$ cat config.mk
export PLATFORM = sky130hd
export DESIGN_NAME = dlx_hazard_ctrl_flat
export DESIGN_NICKNAME = d
export VERILOG_FILES = /design/src/rtl/dlx_hazard_ctrl_if.sv /design/src/rtl/dlx_hazard_ctrl.sv /design/src/flat_wrapper.sv
export SDC_FILE = /design/constraint.sdc
export NUM_CORES = 1
export LEC_CHECK = 0
export BUFFER_PORTS_ARGS = -buffer_cell sky130_fd_sc_hd__buf_2
export CORE_ASPECT_RATIO = 1.5
export CORE_MARGIN = 5
export CORE_UTILIZATION = 48
export CTS_CLUSTER_SIZE = 20
export DETAILED_ROUTE_END_ITERATION = 6
export PLACE_DENSITY = 0.77
export SYNTH_ARGS = -nofsm -noshare
export SYNTH_HDL_FRONTEND = slang
export SYNTH_SLANG_ARGS = --single-unit
$ cat constraint.sdc
create_clock -name clk -period 2.3 [get_ports clk]
set_clock_uncertainty 0.15 [all_clocks]
set_input_delay 0.115 -clock clk [delete_from_list [all_inputs] [get_ports clk]]
set_output_delay 0.115 -clock clk [all_outputs]
set_load 0.1 [all_outputs]
$ cat src/rtl/dlx_hazard_ctrl_if.sv
// Decode/execute-side signal bundle for the DLX hazard controller.
// The master drives the decoded ID fields and the EX branch outcome; the slave returns the controls.
interface dlx_hazard_ctrl_if #(
    parameter int unsigned NUM_REGS = 32,
    parameter int unsigned REG_W    = 5,
    parameter int unsigned CNT_W    = 16
);
    logic                id_valid;
    logic [REG_W-1:0]    id_rs1;
    logic [REG_W-1:0]    id_rs2;
    logic                id_uses_rs1;
    logic                id_uses_rs2;
    logic                id_is_load;
    logic [REG_W-1:0]    id_rd;
    logic                ex_branch_taken;
    logic                stall;
    logic                kill;
    logic                issue;
    logic [NUM_REGS-1:0] busy_mask;
    logic [CNT_W-1:0]    stall_count;

    modport master (
        output id_valid, id_rs1, id_rs2, id_uses_rs1, id_uses_rs2, id_is_load, id_rd,
               ex_branch_taken,
        input  stall, kill, issue, busy_mask, stall_count
    );

    modport slave (
        input  id_valid, id_rs1, id_rs2, id_uses_rs1, id_uses_rs2, id_is_load, id_rd,
               ex_branch_taken,
        output stall, kill, issue, busy_mask, stall_count
    );
endinterface

$ cat src/rtl/dlx_hazard_ctrl.sv
// DLX hazard controller: per-register load scoreboard drives stall, a branch-squash
// counter drives kill, and a saturating counter tracks stall cycles.
module dlx_hazard_ctrl #(
    parameter int unsigned NUM_REGS = 32,
    parameter int unsigned REG_W    = 5,
    parameter int unsigned LOAD_LAT = 1,
    parameter int unsigned BR_KILL  = 1,
    parameter int unsigned CNT_W    = 16
) (
    input logic             clk,
    input logic             reset,
    dlx_hazard_ctrl_if.slave bus
);
    localparam int unsigned SB_W  = $clog2(LOAD_LAT + 1);
    localparam int unsigned IDX_N = 2 ** REG_W;

    logic [SB_W-1:0]     cnt_q [NUM_REGS];
    logic [SB_W-1:0]     cnt_d [NUM_REGS];
    logic [1:0]          kcnt_q, kcnt_d;
    logic [CNT_W-1:0]    stall_count_q, stall_count_d;

    logic [NUM_REGS-1:0] busy;
    logic [IDX_N-1:0]    busy_ext;
    logic                hazard, stall, kill, issue, set_load;

    always_comb begin
        busy = '0;
        for (int i = 0; i < int'(NUM_REGS); i++) begin
            busy[i] = (i != 0) && (cnt_q[i] != '0);
        end
    end

    // Pad to the full index range so out-of-range source indices read as not busy.
    assign busy_ext = IDX_N'(busy);

    assign hazard   = bus.id_valid & ((bus.id_uses_rs1 & busy_ext[bus.id_rs1]) |
                                      (bus.id_uses_rs2 & busy_ext[bus.id_rs2]));
    assign kill     = bus.ex_branch_taken | (kcnt_q != 2'd0);
    assign stall    = hazard & ~kill;
    assign issue    = bus.id_valid & ~stall & ~kill;
    assign set_load = issue & bus.id_is_load;

    always_comb begin
        for (int i = 0; i < int'(NUM_REGS); i++) begin
            cnt_d[i] = cnt_q[i];
            // A fresh load wins over the decrement, so a WAW reload restarts the window.
            if (set_load && (i != 0) && (bus.id_rd == REG_W'(i))) begin
                cnt_d[i] = SB_W'(LOAD_LAT);
            end else if (cnt_q[i] != '0) begin
                cnt_d[i] = cnt_q[i] - SB_W'(1);
            end
        end
    end

    always_comb begin
        kcnt_d = kcnt_q;
        if (bus.ex_branch_taken) begin
            kcnt_d = 2'(BR_KILL - 1);
        end else if (kcnt_q != 2'd0) begin
            kcnt_d = kcnt_q - 2'd1;
        end
    end

    always_comb begin
        stall_count_d = stall_count_q;
        if (stall && (stall_count_q != '1)) begin
            stall_count_d = stall_count_q + CNT_W'(1);
        end
    end

    always_ff @(posedge clk or posedge reset) begin
        if (reset) begin
            for (int i = 0; i < int'(NUM_REGS); i++) begin
                cnt_q[i] <= '0;
            end
            kcnt_q        <= 2'd0;
            stall_count_q <= '0;
        end else begin
            for (int i = 0; i < int'(NUM_REGS); i++) begin
                cnt_q[i] <= cnt_d[i];
            end
            kcnt_q        <= kcnt_d;
            stall_count_q <= stall_count_d;
        end
    end

    assign bus.stall       = stall;
    assign bus.kill        = kill;
    assign bus.issue       = issue;
    assign bus.busy_mask   = busy;
    assign bus.stall_count = stall_count_q;
endmodule

$ cat src/flat_wrapper.sv
// flat-port wrapper written by rule: the top's interface ports become plain ports
module dlx_hazard_ctrl_flat 
#(
    parameter int unsigned NUM_REGS = 32,
    parameter int unsigned REG_W    = 5,
    parameter int unsigned LOAD_LAT = 1,
    parameter int unsigned BR_KILL  = 1,
    parameter int unsigned CNT_W    = 16
)
  (clk, reset, bus_id_valid, bus_id_rs1, bus_id_rs2, bus_id_uses_rs1, bus_id_uses_rs2, bus_id_is_load, bus_id_rd, bus_ex_branch_taken, bus_stall, bus_kill, bus_issue, bus_busy_mask, bus_stall_count);
  dlx_hazard_ctrl_if #(.NUM_REGS(NUM_REGS), .REG_W(REG_W), .CNT_W(CNT_W)) bus_i ();
  input logic clk;
  input logic reset;
  input wire logic [$bits(bus_i.id_valid)-1:0] bus_id_valid;
  input wire logic [$bits(bus_i.id_rs1)-1:0] bus_id_rs1;
  input wire logic [$bits(bus_i.id_rs2)-1:0] bus_id_rs2;
  input wire logic [$bits(bus_i.id_uses_rs1)-1:0] bus_id_uses_rs1;
  input wire logic [$bits(bus_i.id_uses_rs2)-1:0] bus_id_uses_rs2;
  input wire logic [$bits(bus_i.id_is_load)-1:0] bus_id_is_load;
  input wire logic [$bits(bus_i.id_rd)-1:0] bus_id_rd;
  input wire logic [$bits(bus_i.ex_branch_taken)-1:0] bus_ex_branch_taken;
  output wire logic [$bits(bus_i.stall)-1:0] bus_stall;
  output wire logic [$bits(bus_i.kill)-1:0] bus_kill;
  output wire logic [$bits(bus_i.issue)-1:0] bus_issue;
  output wire logic [$bits(bus_i.busy_mask)-1:0] bus_busy_mask;
  output wire logic [$bits(bus_i.stall_count)-1:0] bus_stall_count;
  assign bus_i.id_valid = bus_id_valid;
  assign bus_i.id_rs1 = bus_id_rs1;
  assign bus_i.id_rs2 = bus_id_rs2;
  assign bus_i.id_uses_rs1 = bus_id_uses_rs1;
  assign bus_i.id_uses_rs2 = bus_id_uses_rs2;
  assign bus_i.id_is_load = bus_id_is_load;
  assign bus_i.id_rd = bus_id_rd;
  assign bus_i.ex_branch_taken = bus_ex_branch_taken;
  assign bus_stall = bus_i.stall;
  assign bus_kill = bus_i.kill;
  assign bus_issue = bus_i.issue;
  assign bus_busy_mask = bus_i.busy_mask;
  assign bus_stall_count = bus_i.stall_count;
  dlx_hazard_ctrl #(.NUM_REGS(NUM_REGS), .REG_W(REG_W), .LOAD_LAT(LOAD_LAT), .BR_KILL(BR_KILL), .CNT_W(CNT_W)) u_core (.clk(clk), .reset(reset), .bus(bus_i));
endmodule
Yosys cells after proc, flatten, opt, wreduce, memory -nomap -nowiden
Cells that the tools add are included.
- reductions and logical operators: 34
- muxes and demuxes: 68
- add/sub/neg operators: 33
- bitwise gates (word level): 11
- order comparisons: 2
- equality and inequality tests: 32
- operator list (kind ; count):
    equality test 5 bit (second input constant) ; 16
    two-way mux 1 bit ; 64
    equality test 5 x 4 -> 1 bit (second input constant) ; 8
    logical AND 1 bit ; 32
    subtractor 1 bit (second input constant) ; 31
    equality test 5 x 3 -> 1 bit (second input constant) ; 4
    adder 16 x 1 -> 16 bit (second input constant) ; 1
    inequality test 16 bit (second input constant) ; 1
    less-than comparator 5 x 6 -> 1 bit (second input constant) ; 2
    binary-select mux 1 bit (select 5 bit) ; 2
    equality test 5 x 2 -> 1 bit (second input constant) ; 2
    AND 1 bit ; 7
    equality test 5 x 1 -> 1 bit (second input constant) ; 1
    two-way mux 2 bit ; 2
    nonzero test 2 bit ; 2
    NOT 1 bit ; 2
    bitwise OR 1 bit ; 2
    subtractor 2 x 1 -> 2 bit (second input constant) ; 1
- logic and storage cells: 213
- flip-flop bits (word level): 49
- output and inout port bits: 51
- input port bits: 22

Depth between registers and ports, before layout
Gate-level depths: netlist of the first run.
- word-level depth: 12
- depth in mapped cells: 8
- depth with buffers taken out: 7

Worst setup path before layout of the first run
No wires, ideal clock.
- kind: register -> output
- start: reg u_core.cnt_q (netlist bit u_core.bus.busy_mask[21])
- end: out bus_stall
- buffers on the path: 1
- cell stages (with the launch flop): 7
- data arrival time: 3.646 ns
- slack: -1.611 ns
- data required time: 2.035 ns
- cells stage by stage: dfrtp_1 mux4_2 nor2b_1 o41ai_2 o21ai_4 buf_2 a21oi_1
- longest elaborated chain between the ends: 6
- elaborated cells between the ends (all ways): 9
- classes of those cells: mux (4); bitwise (5)
- ends and longest elaborated chain (what ; line ; RTL):
    start: declaration ; dlx_hazard_ctrl.sv:17 ; logic [SB_W-1:0] cnt_q [NUM_REGS];
    start signal: indexed assignment ; dlx_hazard_ctrl.sv:80 ; cnt_q[i] <= cnt_d[i];
    binary-select mux 1 bit (select 5 bit), on equally long branches ; dlx_hazard_ctrl.sv:36, dlx_hazard_ctrl.sv:37 ;
    two-way mux 1 bit, on equally long branches ; dlx_hazard_ctrl.sv:36, dlx_hazard_ctrl.sv:37 ;
    AND 1 bit, on equally long branches ; dlx_hazard_ctrl.sv:36, dlx_hazard_ctrl.sv:37 ;
    bitwise OR 1 bit * ; dlx_hazard_ctrl.sv:36 ; assign hazard = bus.id_valid & ((bus.id_uses_rs1 & busy_ext[bus.id_rs1]) |
    AND 1 bit * ; dlx_hazard_ctrl.sv:36 ;
    AND 1 bit * ; dlx_hazard_ctrl.sv:39 ; assign stall = hazard & ~kill;
    end: declaration ; flat_wrapper.sv:22 ; output wire logic [$bits(bus_i.stall)-1:0] bus_stall;
Every way passes the cells marked *; elsewhere a longest branch is shown, timed or not. The select of a mux whose other input is x is not followed.

Worst setup path after layout of the first run
- start: reg u_core.cnt_q (netlist bit u_core.bus.busy_mask[31])
- end: out bus_issue
- longest elaborated chain between the ends: 9
- elaborated cells between the ends (all ways): 12
- classes of those cells: mux (4); bitwise (8)
- ends and longest elaborated chain (what ; line ; RTL):
    binary-select mux 1 bit (select 5 bit), on equally long branches ; dlx_hazard_ctrl.sv:36, dlx_hazard_ctrl.sv:37 ;
    two-way mux 1 bit, on equally long branches ; dlx_hazard_ctrl.sv:36, dlx_hazard_ctrl.sv:37 ;
    AND 1 bit, on equally long branches ; dlx_hazard_ctrl.sv:36, dlx_hazard_ctrl.sv:37 ;
    bitwise OR 1 bit * ; dlx_hazard_ctrl.sv:36 ;
    AND 1 bit * ; dlx_hazard_ctrl.sv:36 ;
    AND 1 bit * ; dlx_hazard_ctrl.sv:39 ;
    NOT 1 bit * ; dlx_hazard_ctrl.sv:40 ; assign issue = bus.id_valid & ~stall & ~kill;
    AND 1 bit * (2 in series) ; dlx_hazard_ctrl.sv:40 ;
    end: declaration ; flat_wrapper.sv:24 ; output wire logic [$bits(bus_i.issue)-1:0] bus_issue;
Marked as above.

==> results of run 1 <==
## worst register-to-register path, delay by kind of cell (launching register included)
family / cells / cell delay (ns)
and+or+nand+nor: 3 / 0.37
buffers and inverters: 4 / 0.60
muxes: 2 / 0.67
DFF: 1 / 0.49
AOI/OAI and AO/OA: 1 / 0.20
## routing by layer
layer | up-vias | wire (µm)
met4 | 0 | 351
met5 | - | 0
met1 | 1217 | 2960
met3 | 32 | 488
met2 | 108 | 4790
li1 | 1076 | -
## power groups by stage
stage | clock (mW) | combinational [mW] | sequential (mW)
2_1_floorplan | 0 | 0.364 | 1.21
3_3_place_gp | 0 | 0.731 | 0.981
3_5_place_dp | 0 | 0.751 | 0.985
4_1_cts | 0.501 | 0.856 | 0.967
5_1_grt | 0.550 | 0.935 | 0.978
6_report | 0.501 | 0.888 | 0.967
## cell type report
cell class                 instances  area share, %
multi-input combinational        167           43.3
sequential                        49           31.8
timing repair buffer             110           19.8
tap                               70           2.08
clock buffer                       6           1.72
inverter                           8           1.01
clock inverter                     2          0.356
## stage by stage
step / util (%) / setup TNS, ns / std cells
after floorplan: - / -3.78 / 241
after global placement: 65.0 / -2.04 / 393
after detailed placement: 65.0 / -4.25 / 393
after CTS: 73.8 / -7.85 / 411
after global routing: 76.7 / -11.08 / 412
final: 76.7 / -7.96 / 412
## timing repair
action	in CTS	in global routing
hold buffers	2	0
pin swaps	10	17
hold endpoints to repair	23	0
setup buffers	6	2
gates resized for setup	52	29
endpoints found under the setup margin	49	49
gates cloned	2	1
## logic make-up after synthesis
| kind of cell | Yosys count |
|---|---|
| AO/OA/AOI/OAI | 28 |
| multiplexers | 27 |
| flip-flops | 49 |
| AND/OR/NAND/NOR | 95 |
| buffers and inverters | 25 |
| XOR/XNOR | 14 |
| other | 1 |
| adder cells (fa/ha/maj) | 2 |
## flip-flops by register name, summed over array words and instances (netlist names)
name / cells
u_core.kcnt_q: 2
u_core.bus.busy_mask: 31
u_core.bus.stall_count: 16
## final timing paths
check	end	cells after the start	from	slack, ns
hold reg to reg	u_core.bus.stall_count[10]	1	u_core.bus.stall_count[10]	0.33
max in group asynchronous	u_core.bus.stall_count[5]	4	reset	1.23
min in group asynchronous	u_core.bus.busy_mask[30]	3	reset	0.22
setup / recovery	bus_issue	9	u_core.bus.busy_mask[31]	-0.31
hold / removal	u_core.bus.busy_mask[2]	3	bus_id_is_load	0.13
setup reg to reg	u_core.bus.busy_mask[27]	10	u_core.bus.busy_mask[31]	-0.27
## placed cells by master, fill, tap and decap left out, types with 5 or more instances in the layout
| cell type | n |
|---|---|
| sky130_fd_sc_hd__a2111oi_4 | 5 |
| sky130_fd_sc_hd__mux4_2 | 11 |
| sky130_fd_sc_hd__a211oi_2 | 9 |
| sky130_fd_sc_hd__nor3_2 | 12 |
| sky130_fd_sc_hd__buf_6 | 8 |
| sky130_fd_sc_hd__mux2_1 | 7 |
| sky130_fd_sc_hd__nand2_1 | 14 |
| sky130_fd_sc_hd__buf_4 | 20 |
| sky130_fd_sc_hd__buf_2 | 69 |
| sky130_fd_sc_hd__nand3_1 | 14 |
| sky130_fd_sc_hd__nor3_4 | 19 |
| sky130_fd_sc_hd__nor2b_1 | 7 |
| sky130_fd_sc_hd__xor2_1 | 14 |
| sky130_fd_sc_hd__nor2_1 | 8 |
| sky130_fd_sc_hd__dfrtp_2 | 24 |
| sky130_fd_sc_hd__inv_1 | 6 |
| sky130_fd_sc_hd__dfrtp_4 | 22 |
| sky130_fd_sc_hd__buf_12 | 8 |
| sky130_fd_sc_hd__clkbuf_8 | 5 |
| sky130_fd_sc_hd__nand2b_1 | 7 |
==> flow_summary.ini, run 1 <==
[floorplan]
top_level_ports = 73
die-height_um = 102
initial_utilization_pct = 49.8
die_width_um = 71.6
design.core.area_mm2 = 0.00549
rows = 33
floorplan.die_area_mm2 = 0.00733

[clock_network]
tritoncts = yes
clkSinkCount = 49
clk-insertion-delay-late_ns = 0.31
clock_h_tree_levels = 2
cts-root-to-sink-buffers = 2
path_clk_slew_ns = 0.09
cts_root_buffer = sky130_fd_sc_hd__clkbuf_8
tritoncts.num_buffers = 5

[grt]
grt_first_pass_wirelength_um = 12800
grtUsageMet1_pct = 23.6
m2_gr_usage_pct = 42.2
grt_start_max_net_pins = 29
antenna_found_initial = 0
grt.met3_usage_pct = 4.72
grt_use_total_pct = 22.9
grt_remaining_overflow = 0
number_of_global_route_vias_before_repair = 2547
grt_most_used_layer = met2

[logic_synthesis]
synth-adder-area-share_pct = 0.916
synth_seq_cells = 49
yosys.area_share.simple_pct = 17.8
synth.net_count = 265
synth_compound_area_share_pct = 11.9
seq_area_frac_synth_pct = 44.9
synth_warnings = 0
gate_count_of_the_mapped_netlist = 241
synth_flop_cell = sky130_fd_sc_hd__dfrtp_1
synth_top_area_share_pct = 44.9
synthTopCellsByArea = sky130_fd_sc_hd__dfrtp_1 (45%), sky130_fd_sc_hd__mux4_2 (9.1%), sky130_fd_sc_hd__nor3_1 (5.7%), sky130_fd_sc_hd__xor2_1 (4.5%), sky130_fd_sc_hd__a211oi_2 (4.1%)
synth_common_cells = sky130_fd_sc_hd__dfrtp_1 (49), sky130_fd_sc_hd__nor3_1 (31), sky130_fd_sc_hd__nand3_1 (15), sky130_fd_sc_hd__nand2_1 (14), sky130_fd_sc_hd__xor2_1 (14)
ys_async_sr_fraction_pct = 100
synthesis.area_mm2 = 0.00273
syn_area_per_cell_um2 = 11.3
synth_enable_flop_cells = 0
synth_cell_types = 41
synth_mux_area_share_pct = 15.3
synth_top_area_cell = sky130_fd_sc_hd__dfrtp_1
post_synth_xor_area_fraction_pct = 4.49
largest_family_of_logic_cells_by_synthesized_area = simple AND/OR/NAND/NOR gates
post-synth-top-count-cell = sky130_fd_sc_hd__dfrtp_1

[detailed_routing]
routed-via-count = 2433
detail_route.iter0.violations = 128
drt_first_pass_iters = 4
postRouteAntennaNets = 0
post_drt_wl_per_cell_um = 20.8
route.final.wire_length_um = 8580
via_per_instance_ratio = 5.91
drt_drc_violations_left = 0

[final_layout]
nFillCells = 326
final_area_mm2 = 0.00421
multi_input_comb_area_mm2 = 0.00182
syn_to_final_growth_pct = 54.2
drive_above_1_share_pct = 70.2
fin_nets = 365
storage_cell_area_mm2 = 0.00134
n_antenna_cell = 0

[placement]
port_buffers = 71
gp_routability_congestion = 0.889
postPlaceCellArea_mm2 = 0.00357
hpwlAfterDp_um = 5640
setup_slack_placement_ns = -0.192

[setup_path]
worst-setup-path-type = reg -> out
worstPathArrival_ns = 2.34
critical_path_required_ns = 2.04
crit_buf_inv = 4
critical_path_cell_list = buf_6, mux4_2, mux2i_2, nor2_2, o21ai_4, nand3_4, buf_12, inv_12, buf_12
cp_top_family = multiplexers
start_kind = register
critPathCaptureType = output pin
slowest_stage = sky130_fd_sc_hd__dfrtp_4
cp_slowest_stage_delay_ns = 0.49
crit_path_max_fanout = 3
crit_path_frequent_cell = sky130_fd_sc_hd__buf_12

[pwr]
power.static_leakage_nw = 1.94
pwr_cell_area_mw_per_mm2 = 559
switching_share_pct = 41.8
p_total_mw = 2.36
p_int_mw = 1.37
p_clk_share_pct = 21.3
share_seq_of_total_power_pct = 41.0
vdd.ir_drop.worst_mv = 1.04
share_comb_of_total_power_pct = 37.7
total_switching_power_mw = 0.984

[flow_run]
cap_violations = 0

[timing]
final_hold_slack_ns = 0.134
setup_repair_after_global_routing_missed_its_margin = true
hold_viol = 0
timing.final.crit_share_pct = 113
postLayoutSetupSlackWorst_ns = -0.310
report.final.setup_viol = 48
achievable-frequency_mhz = 383
timing_max_transition_violations_final = 0
worst_pin_slew_ns = 0.875
timing.final.crit_period_ns = 2.61
slew-limit-headroom_pct = 41.7

[hold_path]
holdCritPathClass = in -> reg

[outcome]
result_of_the_run = finished, violations left
violations_in_the_final_reports = setup timing
(Power assumes the default switching activity.)
==> inputs of run 2 (changes only) <==
- TNS_END_PERCENT: unset -> 10
==> flow_summary.ini, run 2 (synthesis gave the netlist of run 1 again) <==
[detailed_routing]
drt_first_pass_iters = 4
routed-via-count = 2322
post_drt_wl_per_cell_um = 18.9
route.final.wire_length_um = 7770
postRouteAntennaNets = 0
drt_drc_violations_left = 0
detail_route.iter0.violations = 102
via_per_instance_ratio = 5.64

[pwr]
vdd.ir_drop.worst_mv = 0.869
p_total_mw = 2.32
pwr_cell_area_mw_per_mm2 = 574
power.static_leakage_nw = 1.76

[setup_path]
cp_top_family = buffers and inverters
cp_slowest_stage_delay_ns = 0.48
critical_path_cell_list = mux4_2, nor2b_2, o41ai_4, o21ai_4, buf_12, nand3_4, buf_12, clkinv_8, buf_12
critPathCaptureType = output pin
start_kind = register
crit_buf_inv = 4
slowest_stage = sky130_fd_sc_hd__dfrtp_4
critical_path_required_ns = 2.04
crit_path_max_fanout = 3
crit_path_frequent_cell = sky130_fd_sc_hd__buf_12
worst-setup-path-type = reg -> out
worstPathArrival_ns = 2.30

[grt]
number_of_global_route_vias_before_repair = 2509
grt_use_total_pct = 22.3
antenna_found_initial = 0
grt_remaining_overflow = 0
grt_first_pass_wirelength_um = 12600
grt_start_max_net_pins = 25

[final_layout]
multi_input_comb_area_mm2 = 0.00167
largest_register_ff_count = 31
drive_above_1_share_pct = 68.4
final_common_cell = sky130_fd_sc_hd__buf_2
syn_to_final_growth_pct = 48.4
mostFrequentLayoutCells = sky130_fd_sc_hd__buf_2 (69), sky130_fd_sc_hd__dfrtp_2 (24), sky130_fd_sc_hd__nor3_2 (23)
storage_cell_area_mm2 = 0.00134
n_antenna_cell = 0
fin_nets = 365
nFillCells = 372

[outcome]
violations_in_the_final_reports = setup timing
result_of_the_run = finished, violations left

[floorplan]
design.core.area_mm2 = 0.00549
floorplan.die_area_mm2 = 0.00733
rows = 33
die_width_um = 71.6
die-height_um = 102
initial_utilization_pct = 49.8
top_level_ports = 73

[timing]
setup_repair_after_global_routing_missed_its_margin = true
timing_max_transition_violations_final = 0
achievable-frequency_mhz = 391
final_hold_slack_ns = 0.0592
postLayoutSetupSlackWorst_ns = -0.261
timing.final.crit_period_ns = 2.56
report.final.setup_viol = 48
timing.final.crit_share_pct = 111
slew-limit-headroom_pct = 64.3
hold_viol = 0
worst_pin_slew_ns = 0.535
setup_tns_ns = -4.94

[placement]
setup_slack_placement_ns = -0.0974
port_buffers = 71
hpwlAfterDp_um = 5540
gp_routability_congestion = 0.904

[clock_network]
clk-insertion-delay-late_ns = 0.30
tritoncts = yes
path_clk_slew_ns = 0.09
cts-root-to-sink-buffers = 2
tritoncts.num_buffers = 5
clock_h_tree_levels = 2
clkSinkCount = 49
cts_root_buffer = sky130_fd_sc_hd__clkbuf_8

[hold_path]
holdCritPathClass = in -> reg

[flow_run]
cap_violations = 0
-- run 2: per-stage QoR --
stage          area, µm²  utilization [%]  std cells
2_1_floorplan       2910                -        241
6_report            4050             73.8        412
3_5_place_dp        3520             64.2        391
5_1_grt             4050             73.8        412
3_3_place_gp        3520             64.2        391
4_1_cts             3960             72.1        409
-- run 2: what timing repair did --
action | CTS | global route
setup buffers | 7 | 3
endpoints found under the hold margin | 51 | 0
gates cloned | 1 | 1
pin swaps | 9 | 7
hold buffers | 2 | 0
resized for setup | 44 | 16
setup endpoints to repair | 38 | 49
-- run 2: worst reg2reg max path, cell delays in order, from the launching register on --
cell and delay, ns:
sky130_fd_sc_hd__dfrtp_4 0.43, sky130_fd_sc_hd__mux4_2 0.27, sky130_fd_sc_hd__nor2_4 0.05, sky130_fd_sc_hd__o32ai_4 0.29
sky130_fd_sc_hd__o211ai_4 0.13, sky130_fd_sc_hd__buf_6 0.14, sky130_fd_sc_hd__buf_6 0.12, sky130_fd_sc_hd__buf_6 0.12
sky130_fd_sc_hd__a2111oi_4 0.35, sky130_fd_sc_hd__mux2_4 0.33
-- run 2: path summary, 6_finish.rpt --
kind	slack (ns)	end	startpoint	cells past startpoint
worst max-delay path	-0.26	bus_issue	u_core.bus.busy_mask[23]	9
worst min-delay path	0.06	u_core.bus.busy_mask[19]	bus_id_is_load	3
worst max register to register	-0.19	u_core.bus.stall_count[14]	u_core.bus.busy_mask[18]	9
worst min register to register	0.33	u_core.bus.stall_count[10]	u_core.bus.stall_count[10]	1
max in group asynchronous	1.31	u_core.bus.busy_mask[1]	reset	4
min in group asynchronous	0.12	u_core.bus.busy_mask[26]	reset	3
-- run 2: report_power, final --
part	switching (mW)	total, mW	internal (mW)	leakage (nW)
logic	0.610	0.856	0.247	1.12
registers	0.0532	0.965	0.912	0.595
clock network	0.289	0.504	0.215	0.0374
total	0.952	2.32	1.37	1.76
-- run 2: final cells by class --
type | instances | area share, %
Timing Repair Buffer | 110 | 20.3
Sequential cell | 49 | 33.0
Inverter | 8 | 1.05
Multi-Input combinational cell | 167 | 41.3
Tap cell | 70 | 2.16
Clock buffer | 6 | 1.79
Clock inverter | 2 | 0.370
-- run 2: routing by layer --
layer | share of wire, % | wire (µm) | GRT usage [%]
met1 | 34 | 2660 | 24.2
met4 | 2.3 | 175 | 8.54
met5 | 0 | 0 | 0
met2 | 59 | 4620 | 43.6
met3 | 4.1 | 320 | 2.56
